`src/rtl/uart_pkg.sv`:
```
// uart_pkg: shared definitions for the UART receive control slice.
//   idle_state_t       : idle-gap FSM state encoding
//   OVERSAMPLE         : receiver oversampling ratio (s_ticks per bit)
//   IDLE_TICKS_DEFAULT : default idle gap, ten bit-times of s_ticks
package uart_pkg;

    localparam int OVERSAMPLE         = 16;
    localparam int IDLE_TICKS_DEFAULT = OVERSAMPLE * 10;

    typedef enum logic {
        DISARMED = 1'b0,
        ARMED    = 1'b1
    } idle_state_t;

endpackage

```
`src/rtl/uart_baud_gen.sv`:
```
// uart_baud_gen: programmable oversample tick generator.
//   clk      in  system clock
//   reset_n  in  asynchronous active-low reset
//   enable   in  1 = count; 0 = counter held at 0, no ticks
//   baud_div in  tick period minus 1, in clk cycles
//   s_tick   out registered one-cycle tick
module uart_baud_gen #(
    parameter int DIV_W = 16
) (
    input  logic             clk,
    input  logic             reset_n,
    input  logic             enable,
    input  logic [DIV_W-1:0] baud_div,
    output logic             s_tick
);

    logic [DIV_W-1:0] div_cnt;

    // ">=" rather than "==" so that lowering baud_div below the current
    // count wraps on the next cycle instead of running through 2^DIV_W.
    always_ff @(posedge clk or negedge reset_n) begin
        if (!reset_n) begin
            div_cnt <= '0;
            s_tick  <= 1'b0;
        end else if (!enable) begin
            div_cnt <= '0;
            s_tick  <= 1'b0;
        end else if (div_cnt >= baud_div) begin
            div_cnt <= '0;
            s_tick  <= 1'b1;
        end else begin
            div_cnt <= div_cnt + 1'b1;
            s_tick  <= 1'b0;
        end
    end

endmodule

```
`src/rtl/uart_rx_ctrl.sv`:
```
// uart_rx_ctrl: control wrapper for an 8N1 16x-oversampling UART receiver.
// Generates the receiver tick, buffers received bytes in a FIFO read through
// a valid/ready port, flags overrun and pulses rx_idle after a quiet gap.
//   clk, reset_n          clock, asynchronous active-low reset
//   enable                tick generation and byte capture active
//   baud_div              s_tick period minus 1
//   s_tick                oversample tick to the receiver
//   rx_done_tick, rx_data byte-complete pulse and byte from the receiver
//   m_valid/m_data/m_ready FIFO head, popped on valid && ready
//   fifo_count            occupancy 0..FIFO_DEPTH
//   overrun, clr_overrun  sticky drop flag and its clear
//   rx_idle               one-cycle pulse after IDLE_TICKS quiet s_ticks
//   byte_cnt, drop_cnt    saturating statistics (UART_RX_CTRL_STATS_EN)
// Build option: define UART_RX_CTRL_STATS_EN to enable the statistic
// counters; otherwise byte_cnt/drop_cnt read 0.
//
// Idle FSM states:
//   state    | meaning
//   DISARMED | no byte since the last idle pulse / reset / disable
//   ARMED    | byte seen, counting s_ticks towards IDLE_TICKS
module uart_rx_ctrl
    import uart_pkg::*;
#(
    parameter int DIV_W      = 16,
    parameter int FIFO_DEPTH = 8,
    parameter int IDLE_TICKS = IDLE_TICKS_DEFAULT
) (
    input  logic                        clk,
    input  logic                        reset_n,
    input  logic                        enable,
    input  logic [DIV_W-1:0]            baud_div,
    output logic                        s_tick,
    input  logic                        rx_done_tick,
    input  logic [7:0]                  rx_data,
    output logic                        m_valid,
    output logic [7:0]                  m_data,
    input  logic                        m_ready,
    output logic [$clog2(FIFO_DEPTH):0] fifo_count,
    output logic                        overrun,
    input  logic                        clr_overrun,
    output logic                        rx_idle,
    output logic [15:0]                 byte_cnt,
    output logic [15:0]                 drop_cnt
);

    localparam int PTR_W  = $clog2(FIFO_DEPTH);
    localparam int CNT_W  = PTR_W + 1;
    localparam int IDLE_W = $clog2(IDLE_TICKS + 1);

    uart_baud_gen #(.DIV_W(DIV_W)) u_baud_gen (
        .clk      (clk),
        .reset_n  (reset_n),
        .enable   (enable),
        .baud_div (baud_div),
        .s_tick   (s_tick)
    );

    // ---------------- FIFO ----------------
    logic [7:0]       mem [FIFO_DEPTH];
    logic [PTR_W-1:0] wr_ptr, rd_ptr;
    logic [CNT_W-1:0] count;
    logic             push_req, push, pop, drop, full;

    assign push_req = rx_done_tick & enable;
    assign pop      = m_valid & m_ready;
    assign full     = (count == CNT_W'(FIFO_DEPTH));
    // A simultaneous pop frees the slot, so a full FIFO still accepts.
    assign push     = push_req & (~full | pop);
    assign drop     = push_req & full & ~pop;

    always_ff @(posedge clk or negedge reset_n) begin
        if (!reset_n) begin
            wr_ptr  <= '0;
            rd_ptr  <= '0;
            count   <= '0;
            overrun <= 1'b0;
        end else begin
            if (push) wr_ptr <= wr_ptr + 1'b1;
            if (pop)  rd_ptr <= rd_ptr + 1'b1;
            case ({push, pop})
                2'b10:   count <= count + 1'b1;
                2'b01:   count <= count - 1'b1;
                default: count <= count;
            endcase
            if (drop)             overrun <= 1'b1;
            else if (clr_overrun) overrun <= 1'b0;
        end
    end

    always_ff @(posedge clk) begin
        if (push) mem[wr_ptr] <= rx_data;
    end

    assign m_valid    = (count != '0);
    assign m_data     = m_valid ? mem[rd_ptr] : 8'h00;
    assign fifo_count = count;

    // ---------------- Idle FSM ----------------
    idle_state_t       state, state_nxt;
    logic [IDLE_W-1:0] idle_cnt, idle_cnt_nxt;
    logic              gap_done;

    assign gap_done = (idle_cnt == IDLE_W'(IDLE_TICKS));

    always_ff @(posedge clk or negedge reset_n) begin
        if (!reset_n) begin
            state    <= DISARMED;
            idle_cnt <= '0;
        end else begin
            state    <= state_nxt;
            idle_cnt <= idle_cnt_nxt;
        end
    end

    // Any receiver byte re-arms, including one dropped on a full FIFO:
    // the line was still active.
    always_comb begin
        state_nxt    = state;
        idle_cnt_nxt = idle_cnt;
        if (!enable) begin
            state_nxt    = DISARMED;
            idle_cnt_nxt = '0;
        end else begin
            case (state)
                DISARMED: begin
                    if (push_req) begin
                        state_nxt    = ARMED;
                        idle_cnt_nxt = '0;
                    end
                end
                ARMED: begin
                    if (push_req) begin
                        idle_cnt_nxt = '0;
                    end else if (gap_done) begin
                        state_nxt    = DISARMED;
                        idle_cnt_nxt = '0;
                    end else if (s_tick) begin
                        idle_cnt_nxt = idle_cnt + 1'b1;
                    end
                end
                default: begin
                    state_nxt    = DISARMED;
                    idle_cnt_nxt = '0;
                end
            endcase
        end
    end

    always_comb begin
        rx_idle = 1'b0;
        if (state == ARMED && enable && gap_done) rx_idle = 1'b1;
    end

    // ---------------- Statistics ----------------
`ifdef UART_RX_CTRL_STATS_EN
    always_ff @(posedge clk or negedge reset_n) begin
        if (!reset_n) begin
            byte_cnt <= '0;
            drop_cnt <= '0;
        end else begin
            if (push && byte_cnt != 16'hFFFF) byte_cnt <= byte_cnt + 1'b1;
            if (drop && drop_cnt != 16'hFFFF) drop_cnt <= drop_cnt + 1'b1;
        end
    end
`else
    assign byte_cnt = 16'h0000;
    assign drop_cnt = 16'h0000;
`endif

endmodule

```
`config.mk`:
```
export PLATFORM = sky130hd
export DESIGN_NAME = uart_rx_ctrl
export DESIGN_NICKNAME = d
export VERILOG_FILES = /design/src/rtl/uart_pkg.sv /design/src/rtl/uart_baud_gen.sv /design/src/rtl/uart_rx_ctrl.sv
export SDC_FILE = /design/constraint.sdc
export NUM_CORES = 1
export LEC_CHECK = 0
export CAP_MARGIN = 15
export CELL_PAD_IN_SITES_DETAIL_PLACEMENT = 1
export CELL_PAD_IN_SITES_GLOBAL_PLACEMENT = 2
export CORE_MARGIN = 1
export CORE_UTILIZATION = 37
export CTS_CLUSTER_DIAMETER = 40
export DETAILED_ROUTE_END_ITERATION = 6
export PLACE_DENSITY_LB_ADDON = 0.1
export REMOVE_ABC_BUFFERS = 1
export SLEW_MARGIN = 15
export SYNTH_ARGS = -nofsm -noshare
export SYNTH_HDL_FRONTEND = slang
export SYNTH_SLANG_ARGS = --single-unit
```
`constraint.sdc`:
```
create_clock -name clk -period 2.35 [get_ports clk]
set_input_delay 0.3525 -clock clk [delete_from_list [all_inputs] [get_ports clk]]
set_output_delay 0.3525 -clock clk [all_outputs]
set_load 0.02 [all_outputs]
```
==> metrics.cfg <==
[outcome]
status=finished, final reports clean

[sta]
timing.final.max_slew_violations=0
period_minus_slack_ps=2252
period_share_pct=95.81
clock.fmax_ghz=0.4441
rsz0062_at_grt=yes
relSlewSlack_pct=40.11
finalHoldViolations=0
holdWs_ps=122.8
tightestPinTransition_ps=898.3
fin_worst_skew_ps=6.114
setup_viol=0

[clocking]
clockRootBuffer=clkbuf_16
clk_pin_slew_ps=70
numCtsBuffers=9
clk_path_buf_depth=2
clock_sinks=101
cts_hold_buffers=0
cts_tree=done
htreeDepth=3
clock_latency_ps=350

[cells_and_area]
final_core_util_pct=46.11
antenna_cells=0
drive_gt1_share_pct=18.24
fill_cells=1380
final_nets=515
fin_cells=642
syn_to_final_growth_pct=21.20
final_area_um2=6131

[critical_path]
critPathLaunchType=flip-flop
path_cells=buf_12 -> buf_4 -> mux4_2 -> mux2i_2 -> nor2_1 -> buf_2
arrival_ps=1900
worstSetupPathType=reg -> out
cp_slowest_cell=mux4_2
cp-end-kind=primary output
cp_slowest_stage_delay_ps=500
crit_fanout=12
cp.required_ps=2000

[yosys]
synth_warnings=0
synth_top_area_share_pct=37.99
yosysTopAreaCell=edfxtp_1
synth-edff-count=64
synth_flop_cell=edfxtp_1
synth.most_common_cell=edfxtp_1
synth_common_cells=64 x edfxtp_1, 37 x dfrtp_1, 32 x buf_4
synth.area.top_cells=edfxtp_1 38%, dfrtp_1 18%, mux4_2 7.1%
syn_inst=383
synth_area_um2=5059
syn_avg_cell_area_um2=13.21
synthArstFlopShare_pct=36.63
ys_types=51
ys_ff_latch=101
seq_area_frac_synth_pct=56.29

[die]
die_width_um=118.9
io_pins=78
fp.dieArea_um2=14140
fp.coreArea_um2=13300
die_h_um=118.9
num_rows=42
start_util_pct=38.05

[placement]
place_area_um2=5808
dp_cells=622
port_buffers=45
place_congestion=0.7184
dp_hpwl_um=7601

[detailed_routing]
drc=0
wl_per_cell_um=16.83
dr.first_iter.drc_count=74
first_pass_iters=4
drt_wl_total_um=10810
vias=3201
drt-vias-per-instance=4.986
final_antenna_net_count=0

[grt]
grt_pass1_wl_um=18220
grt_max_degree=38
antenna_found_initial=0
grt.overflow.total=0
grt_usage_pct=17.17
grt_pass1_vias=3461

[min_path]
min_path_type=in -> async

[power_and_ir_drop]
power.leakage_nw=2.471
p_per_area_nw_per_um2=935.8
peakVddDrop_mv=0.3987

[flow_run]
maxCapViolations=0

==> worst paths after layout <==
path / startpoint / slack [ps] / cells after the start / end
worst max-delay path: rd_ptr[0]$_DFFE_PN0P_ / 100 / 6 / m_data[0]
worst min-delay path: reset_n / 120 / 1 / state$_DFF_PN0_
worst max register to register: fifo_count[1]$_DFFE_PN0P_ / 170 / 7 / fifo_count[3]$_DFFE_PN0P_
worst min register to register: wr_ptr[0]$_DFFE_PN0P_ / 520 / 1 / wr_ptr[0]$_DFFE_PN0P_
max in group asynchronous: reset_n / 1610 / 1 / fifo_count[1]$_DFFE_PN0P_
min in group clk: wr_ptr[0]$_DFFE_PN0P_ / 520 / 1 / wr_ptr[0]$_DFFE_PN0P_
==> registers in the layout, indices dropped and copies added (netlist names) <==
name and count:
wr_ptr 3, fifo_count 4, mem 64, u_baud_gen.div_cnt 16
state 1, idle_cnt 8, u_baud_gen.s_tick 1, overrun 1
rd_ptr 3
==> metal layers <==
metal / vias up / wire length, um / part of all wire [%] / GRT usage [%]
li1: 1501 / - / - / -
met1: 1619 / 4869 / 45 / 21.96
met2: 69 / 5383 / 50 / 28.76
met3: 12 / 357 / 3.3 / 3.017
met4: 0 / 196 / 1.8 / 7.120
met5: - / 0 / 0 / 0
==> layout make-up <==
class | instances | area [um^2] | share of cell area, %
clock inverters | 6 | 68.82 | 1.122
flip-flops and latches | 101 | 2850 | 46.49
multi-input cells | 246 | 1947 | 31.76
well taps | 176 | 220.2 | 3.592
clock buffers | 10 | 229.0 | 3.735
repair buffers | 78 | 719.4 | 11.73
inverters | 25 | 96.34 | 1.571
==> kinds of logic after synthesis <==
| group | Yosys count | synth area share (%) |
|---|---|---|
| compound gates | 42 | 6.060 |
| xor+xnor | 20 | 3.463 |
| fa+ha+maj | 24 | 6.085 |
| buf+inv | 67 | 7.593 |
| flops | 101 | 56.29 |
| mux | 29 | 9.844 |
| other cells | 1 | 0.07413 |
| simple gates | 99 | 10.59 |
==> worst max-delay path, delay by kind of cell (launching register included) <==
family                 cells  cell delay (ps)
and+or+nand+nor            1               50
buffers and inverters      3              470
muxes                      2              660
DFF                        1              370
==> where the power goes <==
group | switching, mW | internal [mW]
Sequential | 0.202 | 2.08
Clock | 0.673 | 0.836
Combinational | 0.954 | 0.989
Total | 1.83 | 3.91
==> stage by stage <==
stage	setup TNS (ps)	worst slack [ps]	total power [mW]
global route	-38.12	-38.12	6.053
finish	0	98.40	5.738
floorplan	0	157.1	3.441
detailed placement	0	16.61	4.310
CTS	0	22.41	5.803
global placement	0	68.43	4.270
==> repair_timing <==
action | CTS | global route
buffers inserted | 4 | 0
setup endpoints to repair | 10 | 7
gates resized for setup | 22 | 11
==> placed cells by master (no fill, tap or decap), drive strengths merged, types with 2 or more instances in the layout <==
cell            n
mux2            3
mux4           16
xnor2          11
xor2            9
nor2           23
or3             5
a21oi           9
and4            7
o22ai           2
nand4           4
edfxtp         64
nand3           7
dfrtp          37
and3            3
a32o            2
o2111ai         4
clkbuf         12
conb           32
a211oi          3
nor3b           2
inv            28
ha             23
buf            38
nand2          16
a21o            3
mux2i          10
clkdlybuf4s50  34
nor2b           4
o21ai           9
and2            3
o21a            4
clkdlybuf4s15   3
nor3           17
nand2b          4
Power figures use the tool's default switching activity.
